$ cat config.mk
export PLATFORM = sky130hd
export DESIGN_NAME = audio_frame_arbiter
export DESIGN_NICKNAME = d
export VERILOG_FILES = /design/src/rtl/audio_frame_arbiter.sv
export SDC_FILE = /design/constraint.sdc
export NUM_CORES = 1
export LEC_CHECK = 0
export CAP_MARGIN = 25
export CORE_ASPECT_RATIO = 1.1
export CORE_UTILIZATION = 43
export CTS_CLUSTER_DIAMETER = 200
export DETAILED_ROUTE_END_ITERATION = 16
export GPL_TIMING_DRIVEN = 1
export PLACE_DENSITY = 0.79
export SLEW_MARGIN = 20
export SYNTH_ARGS = -nofsm -noshare
export SYNTH_HDL_FRONTEND = slang
export SYNTH_SLANG_ARGS = --single-unit
$ cat constraint.sdc
create_clock -name clk -period 2 [get_ports clk]
set_input_delay 0.4 -clock clk [delete_from_list [all_inputs] [get_ports clk]]
set_output_delay 0.4 -clock clk [all_outputs]
set_load 0.02 [all_outputs]
$ cat src/rtl/audio_frame_arbiter.sv
// audio_frame_arbiter: two-voice frame arbiter feeding an 8-bit PWM sample each 255-cycle frame.
// Optional AUDIO_MIX_EN: accept both voices each frame and output their average.
module audio_frame_arbiter (
  input  logic       clk,
  input  logic       rst_n,
  input  logic       enable,
  input  logic       ch0_valid,
  input  logic [7:0] ch0_sample,
  output logic       ch0_ready,
  input  logic       ch1_valid,
  input  logic [7:0] ch1_sample,
  output logic       ch1_ready,
  output logic [7:0] sample_out,
  output logic       frame_start,
  output logic [1:0] grant,
  output logic       underrun
);
  typedef enum logic [1:0] {IDLE, PRIME, RUN} state_t;
  state_t state, state_d;
  logic [7:0] cnt;
  logic [7:0] pick;
  logic [1:0] take;
  logic       acc;
  logic       last;
`ifdef AUDIO_MIX_EN
  logic [8:0] sum;
`endif
  always_comb begin
    acc = rst_n && enable && ((state == RUN && cnt == 8'd254) || (state == PRIME && (ch0_valid || ch1_valid)));
    state_d = !enable ? IDLE : state == IDLE ? PRIME : acc ? RUN : state;
`ifdef AUDIO_MIX_EN
    sum = {1'b0, ch0_sample} + {1'b0, ch1_sample};
    take = {ch1_valid, ch0_valid} & {2{acc}};
    pick = &take ? sum[8:1] : take[1] ? ch1_sample : ch0_sample;
`else
    take = {ch1_valid && !(ch0_valid && last), ch0_valid && !(ch1_valid && !last)} & {2{acc}};
    pick = take[1] ? ch1_sample : ch0_sample;
`endif
  end
  assign ch0_ready   = take[0];
  assign ch1_ready   = take[1];
  assign frame_start = state == RUN && cnt == 8'd0;
  always_ff @(posedge clk) begin
    if (!rst_n) begin
      state      <= IDLE;
      cnt        <= 8'd254;
      sample_out <= 8'h80;
      grant      <= 2'b00;
      underrun   <= 1'b0;
      last       <= 1'b1;
    end else begin
      state    <= state_d;
      underrun <= acc && take == 2'b00;
      if (!enable || (state != RUN && !acc)) begin
        cnt        <= 8'd254;
        sample_out <= 8'h80;
        grant      <= 2'b00;
      end else if (acc) begin
        cnt   <= 8'd0;
        grant <= take;
        // an empty boundary keeps the previous sample playing
        if (|take) begin
          sample_out <= pick;
          last       <= take[1];
        end
      end else begin
        cnt <= cnt + 8'd1;
      end
    end
  end
endmodule

==> flow_metrics.env <==
export IMPL_ant_nets=0
export IMPL_finalCritPeriodShare=0.979
export IMPL_worstMarginPinSlew_ps=298
export IMPL_avgSynthCellArea_um2=10.4
export IMPL_grt_max_degree=14
export IMPL_top_layer_used="met4"
export IMPL_powerDensity_mw_per_mm2=503
export IMPL_power_switching_share=0.239
export IMPL_htree_levels=1
export IMPL_fin_skew_ps=2.60
export IMPL_synthDistinctLibCells=32
export IMPL_drt_first_pass_iters=6
export IMPL_antenna_found_initial=0
export IMPL_reg2reg_slack_ps=450
export IMPL_start_kind="flop"
export IMPL_final_hold_viol_count=0
export IMPL_p_leak_nw=0.700
export IMPL_drive_gt1_frac=0.282
export IMPL_syn_nets=120
export IMPL_die_h_um=52.5
export IMPL_yosys_warnings=0
export IMPL_ys_seq_area_frac=0.441
export IMPL_met1_length_um=985
export IMPL_placed_area_mm2=0.00154
export IMPL_slew_viol_final=0
export IMPL_met2_wirelength_um=1270
export IMPL_synth_area_um2=998
export IMPL_vias_per_cell=5.16
export IMPL_rsz0062_at_grt="true"
export IMPL_synthFlopType="dfxtp_1"
export IMPL_syn_inst=96
export IMPL_ir_drop_v=0.000348
export IMPL_min_to="sample_out[7]"
export IMPL_p_int_w=0.000615
export IMPL_hold_path_startpoint="sample_out[7]"
export IMPL_p_comb_frac=0.194
export IMPL_clock_tree_root_cell="clkbuf_4"
export IMPL_cap_violations=0
export IMPL_dp_hpwl_um=1860
export IMPL_final_cell_mix="clkdlybuf4s50_1 (27), buf_4 (26), dfxtp_1 (21), mux2i_1 (8)"
export IMPL_cts_hold_buf=0
export IMPL_port_buffers=34
export IMPL_grt_usage=0.211
export IMPL_chipWidth_um=47.9
export IMPL_hold_path_class="flop to flop"
export IMPL_rows=17
export IMPL_end_kind="output pin"
export IMPL_cts_path_max_buffers=2
export IMPL_layout_commonest_cell="clkdlybuf4s50_1"
export IMPL_die_area_mm2=0.00252
export IMPL_initial_core_util=0.474
export IMPL_route_detailed_drc=0
export IMPL_fin_total_pwr_w=0.000807
export IMPL_grt_pass1_vias=932
export IMPL_arrival_ps=1560
export IMPL_r2r_cells=6
export IMPL_status="finished, final reports clean"
export IMPL_p_seq_frac=0.567
export IMPL_core_area_mm2=0.00211
export IMPL_r2r_start="cnt[0]"
export IMPL_drt_iter0_markers=19
export IMPL_via_count=950
export IMPL_whs_path_depth=2
export IMPL_ys_ff_latch=22
export IMPL_slew_headroom=0.800
export IMPL_clk_pin_slew_ps=110
export IMPL_max_freq_mhz=510
export IMPL_grt_ovfl_total=0
export IMPL_clock_sinks=22
export IMPL_crit_type="flop to output pin"
export IMPL_wl_per_cell_um=13.2
export IMPL_p_clk_frac=0.239
export IMPL_layout_min_cycle_time_ps=1960
export IMPL_place_congestion=0.802
export IMPL_ios=35
export IMPL_grt_pass1_wl_um=3760
export IMPL_ys_async_sr_fraction=0
export IMPL_critPathRequiredTime_ps=1600
export IMPL_dr_wl_met3_um=144
export IMPL_clock_latency_ps=300
export IMPL_reg2reg_to="last"
export IMPL_cp_max_fo=3
export IMPL_postLayoutCellArea_mm2=0.00161
export IMPL_cts_tree="done"
export IMPL_nNetsFinal=182
export IMPL_antennaDiodeCount=0
export IMPL_setup_violations=0
export IMPL_drt_total_wl_um=2430
export IMPL_cts_buffers=3
export IMPL_area_growth_pct=60.9
export IMPL_p_switching_w=0.000193
export IMPL_synth_edf_count=0
flip-flops by register name, summed over array words and instances, names as in the netlist:
name        cells
cnt             8
grant           2
last            1
sample_out      8
state           2
underrun        1
worst max-delay path by stage:
stage          startpoint     endpoint  cells after the start
6_report           cnt[0]    ch0_ready                      6
5_1_grt            cnt[0]  frame_start                      6
4_1_cts             rst_n    ch0_ready                      6
3_5_place_dp        rst_n    ch0_ready                      6
3_3_place_gp        rst_n    ch0_ready                      6
2_1_floorplan      cnt[0]  frame_start                      5
power by group through the flow:
stage / sequential, W / combinational, W / clock, W
5_1_grt: 0.000459 / 0.000168 / 0.000216
2_1_floorplan: 0.000472 / 0.0000586 / 0
3_3_place_gp: 0.000466 / 0.000149 / 0
6_report: 0.000458 / 0.000157 / 0.000193
3_5_place_dp: 0.000467 / 0.000153 / 0
4_1_cts: 0.000458 / 0.000157 / 0.000197
cells by family (layout without fill, tap and decap cells):
kind of cell,Yosys count,in the layout,share of synthesized area
simple gates,29,29,0.180
buf+inv,6,66,0.0301
fa+ha+maj,3,3,0.0376
xor+xnor,6,6,0.0526
compound gates,22,22,0.178
mux,8,8,0.0802
flops,22,22,0.441
stage by stage:
step	hold slack [ps]	setup WS, ps	util	instances	setup TNS [ps]
2_1_floorplan	455	155	-	96	0
3_3_place_gp	439	-452	0.731	179	-924
3_5_place_dp	447	-531	0.731	179	-1190
4_1_cts	470	5.90	0.748	184	0
5_1_grt	498	-51.8	0.763	184	-107
6_report	468	41.0	0.763	184	0
repair_timing:
| action | in CTS | in global routing |
|---|---|---|
| endpoints found under the setup margin | 3 | 3 |
| setup buffers | 2 | 0 |
| pin swaps | 2 | 3 |
| resized for setup | 17 | 10 |
metal layers:
metal / vias to the layer above / GRT usage
met3: 4 / 0.0483
met4: 0 / 0.0833
met5: - / 0
met1: 438 / 0.225
li1: 474 / -
met2: 34 / 0.381
cell type report:
type	count	area, um^2
sequential	22	442
fill	142	499
multi-input combinational	68	553
tap	28	35.0
timing repair buffer	58	536
inverter	5	18.8
clock buffer	3	22.5
Yosys cell counts, types with 2 or more instances:
cell type  number  area share
nand2_1         5       0.019
o2bb2ai_1       7       0.061
nor2_1          3       0.011
ha_1            3       0.038
a21oi_1         7       0.035
mux2i_1         8       0.080
and4_4          2       0.023
inv_1           5       0.019
nor3_1          3       0.015
nand3_1         4       0.020
xor2_1          5       0.044
nor2b_1         2       0.013
and2_1          2       0.013
dfxtp_1        22        0.44
worst max-delay path: stages, from the launching register on:
cell     delay, ps
dfxtp_2        340
inv_1           50
ha_1           190
and4_4         150
a21o_2         220
and3_1         160
buf_4          150
(Power assumes the default switching activity.)
